===== src/rtl/barrel_pkg.sv =====
// Shared op encodings and helpers for the pipelined barrel shifter.
package barrel_pkg;

  localparam int OP_W = 3;

  localparam logic [OP_W-1:0] OP_SLL = 3'b000;
  localparam logic [OP_W-1:0] OP_SRL = 3'b001;
  localparam logic [OP_W-1:0] OP_SRA = 3'b010;
  localparam logic [OP_W-1:0] OP_ROL = 3'b011;
  localparam logic [OP_W-1:0] OP_ROR = 3'b100;

  function automatic logic is_rot(
    input logic [OP_W-1:0] op
  );
    return (op == OP_ROL) || (op == OP_ROR);
  endfunction

  // Index of the last log stage feeding pipeline register g.
  function automatic int grp_last(
    input int g,
    input int spr,
    input int amt_w
  );
    int e;
    e = (g + 1) * spr;
    if (e > amt_w) e = amt_w;
    return e - 1;
  endfunction

endpackage


===== src/rtl/barrel_shift_stage.sv =====
// One combinational log stage: shifts/rotates by SHIFT when enabled.
module barrel_shift_stage
  import barrel_pkg::*;
#(
  parameter int WIDTH = 32,
  parameter int SHIFT = 1
) (
  input  logic [WIDTH-1:0] d_i,
  input  logic             en_i,
  input  logic [OP_W-1:0]  op_i,
  input  logic             c_i,
  output logic [WIDTH-1:0] d_o,
  output logic             c_o
);

  always_comb begin
    d_o = d_i;
    c_o = c_i;
    if (en_i) begin
      case (op_i)
        OP_SLL: begin
          d_o = {d_i[WIDTH-1-SHIFT:0], {SHIFT{1'b0}}};
          c_o = d_i[WIDTH-SHIFT];
        end
        OP_SRL: begin
          d_o = {{SHIFT{1'b0}}, d_i[WIDTH-1:SHIFT]};
          c_o = d_i[SHIFT-1];
        end
        OP_SRA: begin
          d_o = {{SHIFT{d_i[WIDTH-1]}}, d_i[WIDTH-1:SHIFT]};
          c_o = d_i[SHIFT-1];
        end
        // Rotate carry is taken from the final result instead.
        OP_ROL: begin
          d_o = {d_i[WIDTH-1-SHIFT:0], d_i[WIDTH-1:WIDTH-SHIFT]};
        end
        OP_ROR: begin
          d_o = {d_i[SHIFT-1:0], d_i[WIDTH-1:SHIFT]};
        end
        default: begin
          d_o = d_i;
          c_o = c_i;
        end
      endcase
    end
  end

endmodule


===== src/rtl/pipelined_barrel_shift.sv =====
// Pipelined barrel shifter: log stages grouped between registers,
// single global stall driven by the output handshake.
module pipelined_barrel_shift
  import barrel_pkg::*;
#(
  parameter int WIDTH          = 32,
  parameter int STAGES_PER_REG = 2
) (
  input  logic                     clk,
  input  logic                     rst_n,
  input  logic                     in_valid,
  output logic                     in_ready,
  input  logic [WIDTH-1:0]         in_a,
  input  logic [$clog2(WIDTH)-1:0] in_amt,
  input  logic [OP_W-1:0]          in_op,
  output logic                     out_valid,
  input  logic                     out_ready,
  output logic [WIDTH-1:0]         out_y,
  output logic                     out_carry,
  output logic                     out_zero
);

  localparam int AMT_W = $clog2(WIDTH);
  localparam int SPR   = STAGES_PER_REG;
  localparam int LAT   = (AMT_W + SPR - 1) / SPR;

  logic [WIDTH-1:0] src_d   [LAT];
  logic             src_c   [LAT];
  logic [OP_W-1:0]  src_op  [LAT];
  logic [AMT_W-1:0] src_amt [LAT];
  logic             src_v   [LAT];

  logic [WIDTH-1:0] st_d [AMT_W];
  logic             st_c [AMT_W];

  logic [WIDTH-1:0] data_q  [LAT];
  logic [WIDTH-1:0] data_d  [LAT];
  logic             carry_q [LAT];
  logic             carry_d [LAT];
  logic [OP_W-1:0]  op_q    [LAT];
  logic [OP_W-1:0]  op_d    [LAT];
  logic [AMT_W-1:0] amt_q   [LAT];
  logic [AMT_W-1:0] amt_d   [LAT];
  logic             valid_q [LAT];
  logic             valid_d [LAT];

  logic advance;

  assign advance  = out_ready | ~valid_q[LAT-1];
  assign in_ready = advance;

  always_comb begin
    src_d[0]   = in_a;
    src_c[0]   = 1'b0;
    src_op[0]  = in_op;
    src_amt[0] = in_amt;
    src_v[0]   = in_valid;
    for (int g = 1; g < LAT; g++) begin
      src_d[g]   = data_q[g-1];
      src_c[g]   = carry_q[g-1];
      src_op[g]  = op_q[g-1];
      src_amt[g] = amt_q[g-1];
      src_v[g]   = valid_q[g-1];
    end
  end

  for (genvar i = 0; i < AMT_W; i++) begin : g_stage
    localparam int G = i / SPR;
    logic [WIDTH-1:0] din;
    logic             cin;

    if (i % SPR == 0) begin : g_head
      assign din = src_d[G];
      assign cin = src_c[G];
    end else begin : g_body
      assign din = st_d[i-1];
      assign cin = st_c[i-1];
    end

    barrel_shift_stage #(
      .WIDTH (WIDTH),
      .SHIFT (1 << i)
    ) u_stage (
      .d_i  (din),
      .en_i (src_amt[G][i]),
      .op_i (src_op[G]),
      .c_i  (cin),
      .d_o  (st_d[i]),
      .c_o  (st_c[i])
    );
  end

  always_comb begin
    for (int g = 0; g < LAT; g++) begin
      data_d[g]  = st_d[grp_last(g, SPR, AMT_W)];
      carry_d[g] = st_c[grp_last(g, SPR, AMT_W)];
      op_d[g]    = src_op[g];
      amt_d[g]   = src_amt[g];
      valid_d[g] = src_v[g];
    end
  end

  always_ff @(posedge clk or negedge rst_n) begin
    if (!rst_n) begin
      for (int g = 0; g < LAT; g++) begin
        data_q[g]  <= '0;
        carry_q[g] <= 1'b0;
        op_q[g]    <= '0;
        amt_q[g]   <= '0;
        valid_q[g] <= 1'b0;
      end
    end else if (advance) begin
      for (int g = 0; g < LAT; g++) begin
        data_q[g]  <= data_d[g];
        carry_q[g] <= carry_d[g];
        op_q[g]    <= op_d[g];
        amt_q[g]   <= amt_d[g];
        valid_q[g] <= valid_d[g];
      end
    end
  end

  logic rot_c;

  always_comb begin
    rot_c = (op_q[LAT-1] == OP_ROL) ? out_y[0]
                                    : out_y[WIDTH-1];
    out_carry = carry_q[LAT-1];
    if (is_rot(op_q[LAT-1])) begin
      out_carry = (|amt_q[LAT-1]) & rot_c;
    end
  end

  assign out_valid = valid_q[LAT-1];
  assign out_y     = data_q[LAT-1];
  assign out_zero  = valid_q[LAT-1] & ~|data_q[LAT-1];

endmodule


===== config.mk =====
export PLATFORM = sky130hd
export DESIGN_NAME = pipelined_barrel_shift
export DESIGN_NICKNAME = d
export VERILOG_FILES = /design/src/rtl/barrel_pkg.sv /design/src/rtl/barrel_shift_stage.sv /design/src/rtl/pipelined_barrel_shift.sv
export SDC_FILE = /design/constraint.sdc
export NUM_CORES = 1
export LEC_CHECK = 0
export CAP_MARGIN = 20
export CORE_ASPECT_RATIO = 0.6
export CORE_MARGIN = 3
export CORE_UTILIZATION = 30
export DETAILED_ROUTE_END_ITERATION = 8
export PLACE_DENSITY = 0.46
export SLEW_MARGIN = 0
export SYNTH_ARGS = -nofsm -noshare
export SYNTH_HDL_FRONTEND = slang
export SYNTH_SLANG_ARGS = --single-unit

===== constraint.sdc =====
create_clock -name clk -period 2.79 [get_ports clk]
set_input_delay 0.4185 -clock clk [delete_from_list [all_inputs] [get_ports clk]]
set_output_delay 0.4185 -clock clk [all_outputs]
set_load 0.02 [all_outputs]

* After elaboration in Yosys (flattened, before gate mapping)
Index checks and enable logic that the tools add are counted.
** Word-level totals
- Bits in registers :: 126
- Output and inout port bits :: 36
- Logic and storage cells :: 66
** Operators by class
- Equal/unequal tests :: 14
- Multiplexer cells :: 22
- Bitwise gates (word level) :: 4
- Reductions and logical operators :: 11
** Operator list (count)
- $pmux 32 s5 :: 4
- $mux 32 :: 5
- $pmux 32 s4 :: 1
- $reduce_or 32->1 :: 1
- $eq 3x2->1 const B :: 7
- $eq 3x3->1 const B :: 4
- $pmux 1 s2 :: 5
- $eq 3x1->1 const B :: 3
- $logic_not 3->1 :: 3
- $reduce_or 2->1 :: 4
- $mux 1 :: 7
- $reduce_or 5->1 :: 1
- $and 1x1->1 :: 2
- $logic_not 1->1 :: 1
- $logic_or 1x1->1 :: 1
- $not 1->1 :: 1
- $or 1x1->1 :: 1

* Depth between registers and ports, before layout
- Depth after elaboration :: 6
- Depth in mapped cells :: 9
- Depth with buffers taken out :: 6

* Modules after synthesis
A second synthesis with hierarchy kept.
** Second synthesis, totals
- Cell total of the unflattened synthesis :: 1071
- Area total of the unflattened synthesis :: 10386.2 um2
** By module, submodules not included
- pipelined_barrel_shift :: times used 1, cells an instance 290, area an instance 4800.9 um2
- barrel_shift_stage at g_stage[2].u_stage :: times used 1, cells an instance 170, area an instance 1281.2 um2
- barrel_shift_stage at g_stage[3].u_stage :: times used 1, cells an instance 169, area an instance 1273.7 um2
- barrel_shift_stage at g_stage[0].u_stage :: times used 1, cells an instance 182, area an instance 1182.4 um2
- barrel_shift_stage at g_stage[1].u_stage :: times used 1, cells an instance 171, area an instance 1086.0 um2
- barrel_shift_stage at g_stage[4].u_stage :: times used 1, cells an instance 89, area an instance 762.0 um2

* Worst setup path after synthesis
No wires, ideal clock.
- Path kind :: flip-flop to output port
- Start point :: register valid_q, in the netlist out_valid
- End point :: output in_ready
- Arrival time :: 1693 ps
- Data required time :: 2372 ps
- Setup slack :: 678 ps
- Stages on the path, launching flop included :: 7
- Path buffers :: 4
- Path through :: dfrtp_1 > nor2b_1 > buf_2 > inv_1 > buf_2 > clkbuf_1 > clkbuf_1
** Between the ends
- Longest elaborated chain between the ends :: 2
** RTL lines
- start, declared :: RTL line pipelined_barrel_shift.sv:44 : logic valid_q [LAT];
- start signal, assigned by index :: RTL line pipelined_barrel_shift.sv:118 : valid_q[g] <= valid_d[g];
- $not 1->1 :: RTL line pipelined_barrel_shift.sv:49 : assign advance = out_ready | ~valid_q[LAT-1];
- $or 1x1->1 :: RTL line pipelined_barrel_shift.sv:49
- end, declared :: RTL line pipelined_barrel_shift.sv:12 : output logic in_ready,
No other way between the ends.

* Worst setup path after layout
- Start point :: register data_q, in the netlist out_y[26]
- End point :: output out_zero
** Between the ends
- Longest elaborated chain between the ends :: 3
** RTL lines
- start, declared :: RTL line pipelined_barrel_shift.sv:36 : logic [WIDTH-1:0] data_q [LAT];
- start signal, assigned by index :: RTL line pipelined_barrel_shift.sv:114 : data_q[g] <= data_d[g];
- $reduce_or 32->1 :: RTL line pipelined_barrel_shift.sv:136 : assign out_zero = valid_q[LAT-1] & ~|data_q[LAT-1];
- $logic_not 1->1 :: RTL line pipelined_barrel_shift.sv:136
- $and 1x1->1 :: RTL line pipelined_barrel_shift.sv:136
- end, declared :: RTL line pipelined_barrel_shift.sv:20 : output logic out_zero
No other way between the ends.

==> out/metrics.json <==
{
  "worst-slew-pin-transition_ns": 0.8172,
  "timing.final.ws_setup_ns": 0.1560,
  "dieArea_sq_um": 33680,
  "regToRegStartpoint": "op_d[4]",
  "final_cells": 1680,
  "finClkSkew_ns": 0.01009,
  "fp.coreArea_sq_um": 30470,
  "number_of_different_library_cells_in_the_post_synthesis_netlist": 77,
  "detailedRoute.firstIterationViolations": 1257,
  "stdcell_area_sq_um": 11450,
  "synth.yosys.seq_area_share": 0.3342,
  "die_span_y_microns": 143.4,
  "reg2reg_depth": 6,
  "cts_made_buffers": 17,
  "max_freq_ghz": 0.3797,
  "layout_commonest_cell": "nand2_1",
  "cp-end-kind": "output port",
  "pin_count": 80,
  "ys_warn_count": 0,
  "grt_pass1_wl_microns": 59590,
  "p_per_area_nw_per_um2": 984.9,
  "ys.flop_type": "dfrtp_1",
  "netlist_instances": 1200,
  "criticalPathCategory": "reg -> out",
  "final_layout_size_suffix_gt1_frac": 0.1219,
  "wire_per_inst_microns": 23.01,
  "timing.critical_path.arrival_ns": 2.22,
  "cts-root-to-sink-buffers": 2,
  "critPathRequiredTime_ns": 2.37,
  "antennaDiodeCount": 0,
  "min_period_over_period": 0.9441,
  "buffers_on_ports": 79,
  "die_wd_microns": 235.0,
  "setup_violations": 0,
  "status": "completed",
  "cts.reportedPaths.clkPinSlew_ns": 0.06,
  "grt.total_usage": 0.2285,
  "clock_tree.root_cell": "clkbuf_16",
  "layout_common_cells": "nand2_1, nor2_1, dfrtp_1",
  "start_kind": "flip-flop",
  "grt_overflow_total": 0,
  "start_util": 0.3097,
  "synth_nets": 1244,
  "postRouteWirelength_microns": 38660,
  "num_rows": 49,
  "gpl.final_weighted_congestion": 0.8849,
  "number_of_iterations_in_the_first_detailed_routing_pass": 6,
  "p_leak_nw": 4.551,
  "rr_endpoint": "g_stage[4].din[4]",
  "fill_cells": 3204,
  "maxSlewHeadroom": 0.4411,
  "postSynthRegisterBits": 126,
  "antenna_found_initial": 0,
  "hold_path_class": "reg -> reg",
  "final.hold.worst_slack_ns": 0.4629,
  "post_cts_buffers": 0,
  "synth_edf_count": 0,
  "cts_max_level": 4,
  "num-nets-final": 1304,
  "timing.critical_path.fanout_max": 3,
  "post-route-min-period_ns": 2.634,
  "finalHoldViolations": 0,
  "cts_num_sinks": 126,
  "placedInstanceArea_sq_um": 10880,
  "max_capacitance_violation_count": 0,
  "drc_errors": 0,
  "preCtsSetupSlack_ns": -0.06415,
  "async_flop_share": 1.000,
  "skew_pair_late_insertion_delay_ns": 0.44,
  "cts_tree": "done",
  "vias_per_cell": 6.011,
  "ant_nets": 0,
  "endpoint": "out_zero",
  "vdd_drop_max_mv": 0.5265,
  "syn_area_per_cell_sq_um": 7.863,
  "rsz0062_at_grt": "no",
  "register_to_register_setup_slack_ns": 0.22,
  "final_total_pwr_mw": 11.27,
  "post-dp-hpwl_microns": 29190,
  "netlist_area_sq_um": 9435,
  "numPlacedInstances": 1648,
  "largest_net_degree_at_the_start_of_global_routing": 56,
  "first_global_vias": 9285,
  "fin_setup_tns_ns": 0,
  "vias": 10100,
  "final_max_slew_violation_count": 0,
  "flow.area_growth_from_synthesis_pct": 21.32,
  "finish.utilization": 0.3757,
  "crit_start": "out_y[26]"
}
[registers in the layout (all words and copies together) (netlist names)]
| name | flops |
|---|---|
| src_v | 2 |
| g_stage.din | 64 |
| op_q | 3 |
| amt_d | 10 |
| carry_q | 1 |
| op_d | 6 |
| amt_q | 5 |
| out_y | 32 |
| out_valid | 1 |
| g_stage.cin | 2 |
[worst min-delay path by stage]
stage	from	to	slack (ns)	depth (start not counted)
3_3_place_gp	rst_n	g_stage[2].cin	0.45	1
3_5_place_dp	rst_n	g_stage[2].cin	0.45	1
5_1_grt	amt_q[4]	amt_q[4]	0.50	2
6_report	amt_q[2]	amt_q[2]	0.46	2
2_1_floorplan	rst_n	amt_d[0]	0.12	0
4_1_cts	amt_q[2]	amt_q[2]	0.47	2
[where the power goes]
part,leakage [nW],internal (mW),switching [mW]
Sequential,1.46,2.61,1.13
Combinational,2.82,2.30,3.19
Clock,0.263,1.22,0.831
[cells in the mapped netlist, types with 5 or more instances]
cell type | number | area share
buf_4 | 8 | 0.0064
clkbuf_1 | 72 | 0.029
a22oi_1 | 7 | 0.0056
nor4_1 | 6 | 0.0040
o22ai_1 | 56 | 0.037
dfrtp_1 | 126 | 0.33
o32ai_1 | 6 | 0.0056
a221o_1 | 10 | 0.011
nor3_1 | 13 | 0.0069
buf_1 | 13 | 0.0052
a21oi_1 | 99 | 0.053
nand2_1 | 189 | 0.075
a211oi_1 | 23 | 0.018
o31ai_1 | 20 | 0.016
o21a_1 | 5 | 0.0040
o22a_1 | 13 | 0.012
a32o_1 | 15 | 0.016
a311oi_1 | 6 | 0.0056
o211ai_1 | 12 | 0.0095
mux2_2 | 16 | 0.019
mux2i_1 | 36 | 0.038
a31oi_1 | 16 | 0.011
nor2_1 | 129 | 0.051
inv_1 | 12 | 0.0048
o21ai_0 | 50 | 0.027
nand2b_1 | 10 | 0.0066
a21boi_0 | 6 | 0.0048
a221oi_1 | 47 | 0.044
nand3_1 | 26 | 0.014
buf_2 | 29 | 0.015
nor2b_1 | 12 | 0.0080
o221ai_1 | 8 | 0.0074
[area by class of cell]
type | count | area [sq um] | share of cell area
clock buffers | 25 | 495.5 | 0.04328
clock inverters | 6 | 36.28 | 0.003170
inverters | 13 | 50.05 | 0.004372
multi-input cells | 934 | 5695 | 0.4975
flip-flops and latches | 126 | 3156 | 0.2757
well taps | 408 | 510.5 | 0.04460
repair buffers | 168 | 1504 | 0.1314
[per-layer routing]
layer,part of all wire,GRT usage
met5,0,0
met3,0.088,0.06636
met4,0.0078,0.04117
met1,0.52,0.3704
met2,0.39,0.2900
[timing repair]
item                       CTS  global route
hold endpoints to repair    38             0
setup endpoints to repair    1             1
hold buffers                 1             0
gates resized for setup      1             3
[critical path, cell delays in order, from the launching register on]
cell and delay, ns:
dfrtp_1 0.42, nor4_4 0.29, buf_4 0.17, nand4_1 0.08
nor3_1 0.19, clkdlybuf4s50_1 0.62
[logic make-up after synthesis]
logic type | Yosys count | synth area share
AOI/OAI and AO/OA | 444 | 0.3278
and+or+nand+nor | 428 | 0.2009
buffers and inverters | 140 | 0.06604
DFF | 126 | 0.3342
muxes | 52 | 0.05729
xor gates and xnor gates | 6 | 0.009548
adders and majority gates | 4 | 0.004244
(Power assumes the default switching activity.)
